## src/rtl/cpu_pkg.sv

```systemverilog
// Shared CPU definitions: branch-type encoding from instruction decode and
// the program-counter sequencer state enumeration.
// Ports: none (package).
package cpu_pkg;

  localparam int BR_W = 3;

  // Branch/control-flow class produced by decode. Codes 6 and 7 are unused
  // and behave as NONE in the sequencer.
  typedef enum logic [BR_W-1:0] {
    BR_NONE = 3'd0,
    BR_JMP  = 3'd1,
    BR_JZ   = 3'd2,
    BR_JC   = 3'd3,
    BR_CALL = 3'd4,
    BR_RET  = 3'd5
  } br_type_e;

  typedef enum logic [1:0] {
    ST_IDLE   = 2'd0,
    ST_FETCH  = 2'd1,
    ST_EXEC   = 2'd2,
    ST_HALTED = 2'd3
  } seq_state_e;

endpackage

```

## src/rtl/call_stack.sv

```systemverilog
// LIFO return-address stack, DEPTH entries of W bits.
// Ports: push/pop strobes (ignored when full/empty respectively), din pushed
// value, dout current top entry (valid when !empty), full/empty status.
module call_stack #(
  parameter int DEPTH = 4,
  parameter int W     = 8
) (
  input  logic         clk,
  input  logic         rst,
  input  logic         push,
  input  logic         pop,
  input  logic [W-1:0] din,
  output logic [W-1:0] dout,
  output logic         full,
  output logic         empty
);

  localparam int PTR_W = $clog2(DEPTH);

  logic [W-1:0]     mem [DEPTH];
  // One extra bit so that "DEPTH entries used" is distinguishable from empty.
  logic [PTR_W:0]   sp;
  logic [PTR_W-1:0] top_idx;

  assign top_idx = PTR_W'(sp - 1'b1);
  assign full    = (sp == (PTR_W+1)'(DEPTH));
  assign empty   = (sp == '0);
  assign dout    = mem[top_idx];

  always_ff @(posedge clk or negedge rst) begin
    if (!rst) begin
      sp <= '0;
    end else if (push && !full) begin
      sp <= sp + 1'b1;
    end else if (pop && !empty) begin
      sp <= sp - 1'b1;
    end
  end

  // Storage needs no reset: entries above sp are never read.
  always_ff @(posedge clk) begin
    if (push && !full) begin
      mem[sp[PTR_W-1:0]] <= din;
    end
  end

endmodule

```

## src/rtl/pc_sequencer.sv

```systemverilog
// Program-counter sequencer: two-cycle FETCH/EXEC instruction cycle with
// free-run and single-step modes, branches, call/return stack and halt.
// Ports: run/step/resume control, br_type/br_target/halt_instr from decode,
// alu_zero/alu_carry flags; pc (registered ROM address), exec_en strobe,
// halted, sticky stk_ovf/stk_unf, step_done pulse.
module pc_sequencer
  import cpu_pkg::*;
#(
  parameter int ADDR_W      = 8,
  parameter int STACK_DEPTH = 4
) (
  input  logic              clk,
  input  logic              rst,
  input  logic              run,
  input  logic              step,
  input  logic              resume,
  input  logic [BR_W-1:0]   br_type,
  input  logic [ADDR_W-1:0] br_target,
  input  logic              halt_instr,
  input  logic              alu_zero,
  input  logic              alu_carry,
  output logic [ADDR_W-1:0] pc,
  output logic              exec_en,
  output logic              halted,
  output logic              stk_ovf,
  output logic              stk_unf,
  output logic              step_done
);

  seq_state_e        state, state_nxt;
  logic [ADDR_W-1:0] pc_nxt;
  logic [ADDR_W-1:0] pc_inc;
  logic              step_done_nxt;
  logic              ovf_set, unf_set;
  logic              stk_push, stk_pop;
  logic [ADDR_W-1:0] stk_top;
  logic              stk_full, stk_empty;

  // Natural ADDR_W-bit wrap: all-ones + 1 -> 0, also for the pushed return.
  assign pc_inc = pc + 1'b1;

  call_stack #(
    .DEPTH (STACK_DEPTH),
    .W     (ADDR_W)
  ) u_stack (
    .clk   (clk),
    .rst   (rst),
    .push  (stk_push),
    .pop   (stk_pop),
    .din   (pc_inc),
    .dout  (stk_top),
    .full  (stk_full),
    .empty (stk_empty)
  );

  always_ff @(posedge clk or negedge rst) begin
    if (!rst) begin
      state     <= ST_IDLE;
      pc        <= '0;
      step_done <= 1'b0;
      stk_ovf   <= 1'b0;
      stk_unf   <= 1'b0;
    end else begin
      state     <= state_nxt;
      pc        <= pc_nxt;
      step_done <= step_done_nxt;
      if (ovf_set) stk_ovf <= 1'b1;
      if (unf_set) stk_unf <= 1'b1;
    end
  end

  assign halted = (state == ST_HALTED);

  always_comb begin
    state_nxt     = state;
    pc_nxt        = pc;
    step_done_nxt = 1'b0;
    ovf_set       = 1'b0;
    unf_set       = 1'b0;
    stk_push      = 1'b0;
    stk_pop       = 1'b0;
    exec_en       = 1'b0;

    unique case (state)
      ST_IDLE: begin
        // step only matters when run=0; run=1 starts fetching anyway.
        if (run || step) state_nxt = ST_FETCH;
      end

      ST_FETCH: begin
        state_nxt = ST_EXEC;
      end

      ST_EXEC: begin
        exec_en = !halt_instr;
        // Normal completion path; overridden below for any halting case.
        state_nxt     = run ? ST_FETCH : ST_IDLE;
        step_done_nxt = !run;
        if (halt_instr) begin
          state_nxt     = ST_HALTED;
          step_done_nxt = 1'b0;
        end else begin
          case (br_type)
            BR_JMP:  pc_nxt = br_target;
            BR_JZ:   pc_nxt = alu_zero  ? br_target : pc_inc;
            BR_JC:   pc_nxt = alu_carry ? br_target : pc_inc;
            BR_CALL: begin
              if (stk_full) begin
                ovf_set       = 1'b1;
                state_nxt     = ST_HALTED;
                step_done_nxt = 1'b0;
              end else begin
                stk_push = 1'b1;
                pc_nxt   = br_target;
              end
            end
            BR_RET: begin
              if (stk_empty) begin
                unf_set       = 1'b1;
                state_nxt     = ST_HALTED;
                step_done_nxt = 1'b0;
              end else begin
                stk_pop = 1'b1;
                pc_nxt  = stk_top;
              end
            end
            default: pc_nxt = pc_inc;
          endcase
        end
      end

      ST_HALTED: begin
        // Resume skips past the halting instruction.
        if (resume) begin
          pc_nxt    = pc_inc;
          state_nxt = ST_IDLE;
        end
      end

      default: state_nxt = ST_IDLE;
    endcase
  end

endmodule
```

## config.mk

```make
export PLATFORM = sky130hd
export DESIGN_NAME = pc_sequencer
export DESIGN_NICKNAME = d
export VERILOG_FILES = /design/src/rtl/cpu_pkg.sv /design/src/rtl/call_stack.sv /design/src/rtl/pc_sequencer.sv
export SDC_FILE = /design/constraint.sdc
export NUM_CORES = 1
export LEC_CHECK = 0
export CORE_AREA = 2 2 76 78
export CTS_BUF_LIST = sky130_fd_sc_hd__clkbuf_16
export DETAILED_ROUTE_END_ITERATION = 12
export DIE_AREA = 0 0 78 80
export GPL_ROUTABILITY_DRIVEN = 0
export GPL_TIMING_DRIVEN = 0
export PLACE_DENSITY = 0.8
export SLEW_MARGIN = 30
export SYNTH_ARGS = -nofsm -noshare
export SYNTH_HDL_FRONTEND = slang
export SYNTH_SLANG_ARGS = --single-unit
export TNS_END_PERCENT = 100
```

## constraint.sdc

```tcl
create_clock -name clk -period 2.25 [get_ports clk]
set_input_delay 0.45 -clock clk [delete_from_list [all_inputs] [get_ports clk]]
set_output_delay 0.45 -clock clk [all_outputs]
set_load 0.01 [all_outputs]
```

==> results.txt, run 1 <==
The post-detailed-route wirelength per cell is roughly 18 microns. The tool flagged a number of max-cap violations equal to 0. The worst hold path begins at stk_unf. The post-route clock skew is 5.70 ps.

Dividing the synthesized area by the synthesized cell count gives roughly 12 sq um. Buffers inserted to repair hold after CTS numbered 0. Of all nets on the critical path, the largest fanout is 10.

The areal power density over the cells came out at approximately 1200 nW/um^2. The worst hold path class is flip-flop to flip-flop. The depth of the worst hold-timing path is 1.

The flow ran to the end, and the final reports show no timing, DRC or antenna violations. The later pin in the worst-skew pair is clocked with a latency of 290 ps. The setup TNS after final layout is 0 ps. The time the final worst path needs with I/O delays and setup is ~2200 ps.

Using the TritonRoute via totals, the vias-per-cell ratio works out to between 5 and 6. The largest net degree at the start of global routing is 17. The critical path startpoint category is a primary input.

The path type of the worst setup path is primary input to flip-flop. The post-place instance area came out at between 2000 and 3000 sq um. When the netlist entered floorplanning its net count stood at ~220. The number of routed nets with antenna violations came out at 0.

In this run the tool buffered the top-level ports with 31 buffer cells. The worst register-to-register path ends at pc[3]. For this design, the sink count on the clock tree is between 40 and 50. The fraction of layout cells with a size suffix above 1 came out at between 10% and 20%. After synthesis, the share of flip-flops with an asynchronous set or reset is about a third. The leakage power came out at about 0.0011 uW. The minimum setup slack in the final design came out at 31.8 ps. The first global-routing pass estimated about 9100 microns of wire.

The worst endpoint data arrival time is 2140 ps. The count of final max-slew check failures is 0. Clock-pin slew was measured on the worst setup and hold paths at approximately 60 ps.

CTS built an H-tree with a depth of 2. The synthesized netlist cell count came out at about 200. In this run the standard cell core region covers between 5000 and 6000 sq um. The clock network is responsible for 19.7% of the overall power. Timing would allow up to between 400 and 500 MHz.

CTS placed an instance of sky130_fd_sc_hd__clkbuf_16 at the clock tree root. Per report_power, the combinational group accounts for a little over two fifths of the total. After detailed routing, the number of remaining DRC violations is 0. The share of the core filled with cells is 57.7%. The final worst hold slack came out at slightly below 500 ps. The first detailed-routing pass took 4 iterations.

Global routing used between 10% and 20% of the available tracks. The number of vias in the routed layout came out at 1806. At the pin with the least slew margin, the transition time is ~800 ps. The cell count of the worst reg-to-reg path is 8. STA classifies the critical path endpoint as a flip-flop. The die area is between 6000 and 7000 sq um. The sequential share of power is 37.2%. The register-to-register setup slack is approximately 80 ps. The commonest non-fill, non-tap cell in the layout is sky130_fd_sc_hd__edfxtp_1. The total length of routed wires came out at 5760 microns. Setup violations remaining at the end of the flow were counted as 0. The via count of the first global-routing pass is 1818. The number of different library cells used by synthesis comes to 47.

The net load switching power is about 1300 uW. The number of warnings reported in the yosys synthesis log came out at 0. The synthesized netlist occupies a cell area of about 2500 sq um.

Among all flip-flop cells after synthesis, the most frequent one is sky130_fd_sc_hd__edfxtp_1. The height of the die came out at approximately 80 microns. STA puts the critical path data required time at 2180 ps.

The headroom to the max-slew limit is a little under half. The number of nets in the layout is about 270. The starting utilization of the core area is 45.7%. In the layout the commonest cells are 32 x sky130_fd_sc_hd__edfxtp_1, 30 x sky130_fd_sc_hd__clkdlybuf4s50_1, 16 x sky130_fd_sc_hd__dfrtp_1. For hold timing, the worst endpoint is stk_unf. Counting flops and latches in the post-synthesis netlist gives 48. The clock tree from TritonCTS is yes. Setup repair after global routing left no endpoint under its margin. The post-route fraction of the period consumed by the critical path is just under 100%.

The count of endpoints failing hold in the final timing report is 0. The startpoint identified for the worst register-to-register timing path is u_stack.sp[0]. The internal power component is ~2400 uW. The maximum ir drop on the vdd rail is around 0.00065 V.

The worst setup slack after placement came out at -515 ps. The clock passes through at most 2 buffers. The number of enable flip-flop cells after synthesis is 32. Relative to the synthesized area, the layout overhead comes to 26.3%. The antenna cell count came out at 0. The count of routing violations after the opening detailed-route iteration came out at 159. The number of placement rows is 27. Sequential elements use about 55% of the synthesized area. The wire-length estimate of the detail-placed layout is between 3000 and 4000 microns. The cell area after layout is 3120 sq um. The overall die width is between 70 and 80 microns. The switching part of the total power came out at a little over a third. The sum of overflow across all layers after global routing is 0. The number of CTS-inserted buffers is 5.

The top-level I/O count is 32. The initial antenna violation count is 0.
[cell type report]
cell class                      instances  area (sq um)
Tap cell                               72          90.1
Fill cell                             418          2290
Buffer                                  7          63.8
Clock inverter                          3          18.8
Sequential cell                        48          1360
Multi-Input combinational cell        134          1060
Inverter                                8          30.0
Clock buffer                            5           125
Timing Repair Buffer                   38           365
[metal layers]
metal / share of wire [%] / wire [microns] / track usage (%) / vias up
li1: - / - / - / 831
met4: 2.3 / 133 / 7.89 / 0
met3: 4.8 / 278 / 3.85 / 11
met5: 0 / 0 / 0 / -
met1: 42 / 2440 / 25.3 / 906
met2: 51 / 2910 / 31.4 / 58
[critical path, cell delays in order]
cell	delay (ps)
sky130_fd_sc_hd__clkdlybuf4s50_1	480
sky130_fd_sc_hd__buf_2	220
sky130_fd_sc_hd__or4b_4	570
sky130_fd_sc_hd__nor2_2	430
[cells by family after synthesis]
family / synth area share [%]
xor+xnor: 3.55
simple gates: 14.5
buf+inv: 2.94
compound gates: 13.5
mux: 7.30
fa+ha+maj: 3.04
flops: 55.1
[Yosys cell counts, drive strengths merged, types with 3 or more instances]
| cell | count | share of area (%) |
|---|---|---|
| dfrtp | 16 | 16 |
| a21oi | 8 | 2.1 |
| and2 | 6 | 1.5 |
| nand3 | 7 | 1.4 |
| a22o | 6 | 2.1 |
| buf | 6 | 1.4 |
| edfxtp | 32 | 39 |
| a221oi | 3 | 1.1 |
| o21ai | 10 | 2.2 |
| nand2 | 12 | 1.8 |
| inv | 8 | 1.2 |
| nor2 | 16 | 2.4 |
| nand2b | 4 | 1.0 |
| o21bai | 3 | 0.91 |
| nor2b | 6 | 1.5 |
| xnor2 | 9 | 3.2 |
| mux4 | 8 | 7.3 |
| ha | 6 | 3.0 |
[sequential cells by signal (all words and copies together), names as in the netlist]
name	count
u_stack.mem	32
pc	8
u_stack.sp	3
state	2
step_done	1
stk_ovf	1
stk_unf	1
[how the worst max path moves through the flow]
stage / startpoint / to / slack (ps) / cells past startpoint
CTS: halt_instr / u_stack.mem[1][2] / -70 / 5
floorplan: u_stack.sp[0] / pc[3] / 10 / 8
global route: br_type[2] / pc[4] / 2 / 7
global placement: halt_instr / u_stack.mem[0][4] / -500 / 4
detailed placement: halt_instr / u_stack.mem[0][4] / -510 / 4
finish: br_type[1] / u_stack.mem[0][5] / 30 / 4
[stage by stage]
step	power, uW	instances
finish	3680	315
global route	3880	315
CTS	3560	309
global placement	2740	301
floorplan	2280	198
detailed placement	2780	301
[power by group through the flow]
| stage | logic [uW] | clock network, uW | registers (uW) |
|---|---|---|---|
| after global routing | 1710 | 772 | 1390 |
| after floorplan | 907 | 0 | 1370 |
| after global placement | 1370 | 0 | 1380 |
| final | 1590 | 726 | 1370 |
| after CTS | 1460 | 737 | 1360 |
| after detailed placement | 1400 | 0 | 1380 |
[timing repair]
action                     4_1_cts  5_1_grt
setup buffers                    0        7
gates resized for setup          8       10
pin swaps                        0        2
setup endpoints to repair       39       41
No activity file was read; power rests on OpenSTA's default activity.
==> run 2, diff against run 1 <==
CORE_AREA = 2 2 86 88   (was 2 2 76 78)
DIE_AREA = 0 0 88 90   (was 0 0 78 80)
PLACE_DENSITY = 0.66   (was 0.8)
REMOVE_ABC_BUFFERS = 1   (was not set)
SLEW_MARGIN = 0   (was 30)
==> run 2 against run 1 <==
Effect of this change: via count decreased by 5.5%; hold slack improved by 2.7 ps; die area increased by 27%; critical path depth decreased by 1; power increased by 3.6%; register-to-register slack improved by 90 ps; final cell count increased by 6.0%; count of clock-buffer cells in the layout unchanged; maximum frequency increased by 1.5%; first-iteration DRC count decreased by 35%; critical path type is now primary input to output port; largest power group unchanged.
==> results.txt, run 2 (same netlist as run 1, synthesis figures left out) <==
The required time of the worst setup path is 1800 ps (was 2180 ps). The antenna cell count came out at 0 (unchanged). The maximum clock path buffer count is 2 (unchanged). The overall die width is 88 microns (was 78 microns).

The total length of routed wires came out at 5530 microns (was 5760 microns). The commonest non-fill, non-tap cell in the layout is sky130_fd_sc_hd__edfxtp_1 (unchanged). The count of routing violations after the opening detailed-route iteration is 103 (was 159). The final-report setup violation count came out at 0 (unchanged). Cells along the critical path: clkdlybuf4s50_1 -> nor3b_4 -> clkdlybuf4s50_1 (was clkdlybuf4s50_1 -> buf_2 -> or4b_4 -> nor2_2). The number of vias in the routed layout came out at 1706 (was 1806). The count of buffers from port buffering came out at 31 (unchanged). The worst flop-to-flop path endpoint is pc[7] (was pc[3]). The clock network latency to the later pin of the worst-skew pair came out at 280 ps (was 290 ps). The time the final worst path needs with I/O delays and setup was 2190 ps (was 2220 ps). The starting utilization of the core area is 35.2% (was 45.7%). The post-route clock skew came to 4.72 ps (was 5.70 ps).

The number of filler instances in the final layout came out at 636 (was 418). The initial antenna violation count is 0 (unchanged). The fraction of layout cells with a size suffix above 1 is 15.3% (was 17.3%). The maximum achievable frequency is 457 MHz (was 451 MHz). The area overhead of the layout relative to synthesis is 27.0% (was 26.3%).

The startpoint of the tightest hold check path was stk_unf (unchanged). The total iterations of the first detailed-routing run came out at 4 (unchanged). The post-route fraction of the period consumed by the critical path came to 97.2% (was 98.6%). The flip-flop count of the largest register after layout is 32 (unchanged). The height of the die came out at 90 microns (was 80 microns).

The count of endpoints failing hold in the final timing report is 0 (unchanged). The headroom to the max-slew limit came out at 50.2% (was 46.3%). The number of routed nets with antenna violations came out at 0 (unchanged).

The via count of the first global-routing pass is 1789 (was 1818). The number of clock sinks seen by CTS came out at 48 (unchanged). The start of the worst register-to-register path is u_stack.sp[0] (unchanged). The worst hold path class is flip-flop to flip-flop (unchanged). The wire length of the first global-routing pass is 9030 microns (was 9060 microns). The final instance count without filler cells is 334 (was 315). The maximum ir drop on the vdd rail was 0.000441 V (was 0.000650 V). The kind of end point of the critical path is an output port (was flip-flop). Most frequent cells in the layout: 32 x sky130_fd_sc_hd__edfxtp_1, 28 x sky130_fd_sc_hd__clkdlybuf4s50_1, 15 x sky130_fd_sc_hd__nor2_1, 15 x sky130_fd_sc_hd__dfrtp_1, 12 x sky130_fd_sc_hd__nand2_1 (was 32 x sky130_fd_sc_hd__edfxtp_1, 30 x sky130_fd_sc_hd__clkdlybuf4s50_1, 16 x sky130_fd_sc_hd__dfrtp_1). The last element of the critical path was exec_en (was u_stack.mem[0][5]). The setup TNS after final layout came out at 0 ps (unchanged). The post-detailed-route wirelength per cell is 16.6 microns (was 18.3 microns). The critical path startpoint category is a primary input (unchanged). The cell at the root of the clock tree is sky130_fd_sc_hd__clkbuf_16 (unchanged).

Run status: completed (unchanged). The register-to-register setup slack is 170 ps (was 80 ps). The overall routing resource usage is 14.8% (was 19.3%). The clock transition at the register clock pins on the worst setup and hold paths after CTS is 60 ps (about the same).

The via-per-instance ratio is 5.11 (was 5.73). The maximum fanout count along the critical path came out at 4 (was 10). The maximum level of the CTS H-tree was 2 (unchanged). The worst-margin pin slew is 744 ps (was 803 ps).

The core region area came out at 7020 sq um (was 5410 sq um). The number of placement rows came out at 31 (was 27). The half-perimeter wire length after placement came out at 3800 microns (was 3740 microns). The cell with the largest stage delay on the worst path is sky130_fd_sc_hd__clkdlybuf4s50_1 (was sky130_fd_sc_hd__or4b_4). The sum of overflow across all layers after global routing is 0 (unchanged). The areal power density over the cells came out at 1220 nW/um^2 (was 1180 nW/um^2). The largest net degree at the start of global routing came to 17 (unchanged). The number of nets in the layout is 259 (was 267). The max-cap violation count was 0 (unchanged). The clock tree from TritonCTS is yes (unchanged). The remaining design rule violation count came out at 0 (unchanged). The cell count of the worst reg-to-reg path was 7 (was 8). The critical path launch point is halt_instr (was br_type[1]). The leakage power is 0.00114 uW (was 0.00115 uW). The worst endpoint data arrival time came to 1740 ps (was 2140 ps). The path type of the worst setup path is primary input to output port (was primary input to flip-flop). The number of CTS-inserted buffers is 5 (unchanged).

Among the stages of the critical path, the cell type that occurs most often is sky130_fd_sc_hd__clkdlybuf4s50_1. The maximum cell stage delay along the critical path is 570 ps (about the same). The post-placement cell count came out at 320 (was 301). The die area came out at 7920 sq um (was 6240 sq um). The count of final max-slew check failures is 0 (unchanged). The top-level I/O count is 32 (unchanged).
[run 2: area by class of cell]
cell class	instances	area [sq um]	area share [%]
clock inverters	3	63.8	2.04
multi-input cells	134	1070	34.2
repair buffers	37	355	11.3
clock buffers	5	125	3.99
flip-flops and latches	48	1370	43.6
inverters	8	30.0	0.958
well taps	99	124	3.95
[run 2: critical path, delay by kind of cell]
kind	cells	cell delay, ps
buffers and inverters	2	1030
and+or+nand+nor	1	260
[run 2: report_power, final]
group	leakage, uW	switching (uW)	internal [uW]
clock	0.0000952	307	632
sequential	0.000480	180	1200
combinational	0.000562	784	718
[run 2: timing repair]
item                                    in CTS  in global routing
buffers inserted                             2                  4
pin swaps                                    1                  1
endpoints found under the setup margin      41                 40
resized for setup                           11                  7
hold buffers                                 0                  0
[run 2: worst min path at each step]
| stage | to | cells after the start |
|---|---|---|
| after CTS | stk_unf | 1 |
| after detailed placement | stk_unf | 1 |
| after floorplan | pc[0] | 0 |
| final | stk_unf | 1 |
| after global routing | stk_ovf | 1 |
| after global placement | stk_unf | 1 |
[run 2: stage by stage]
| stage | worst slack (ps) | hold WS [ps] | cell area [sq um] | utilization [%] | power [uW] |
|---|---|---|---|---|---|
| CTS | -11.8 | 488 | 3090 | 43.9 | 3800 |
| global placement | -659 | 468 | 2860 | 40.7 | 2740 |
| finish | 63.7 | 484 | 3130 | 44.6 | 3820 |
| detailed placement | -685 | 470 | 2860 | 40.7 | 2760 |
| floorplan | -79.2 | 154 | 2430 | - | 2240 |
| global route | -8.44 | 516 | 3130 | 44.6 | 4040 |
[run 2: routing by layer]
layer	share of wire, %	wire length, microns	GRT usage, %	up-vias
met2	50	2770	23.3	42
met1	44	2440	20.3	839
met3	4.0	219	2.75	6
met5	0	0	0	-
met4	1.7	93	5.51	0
li1	-	-	-	819
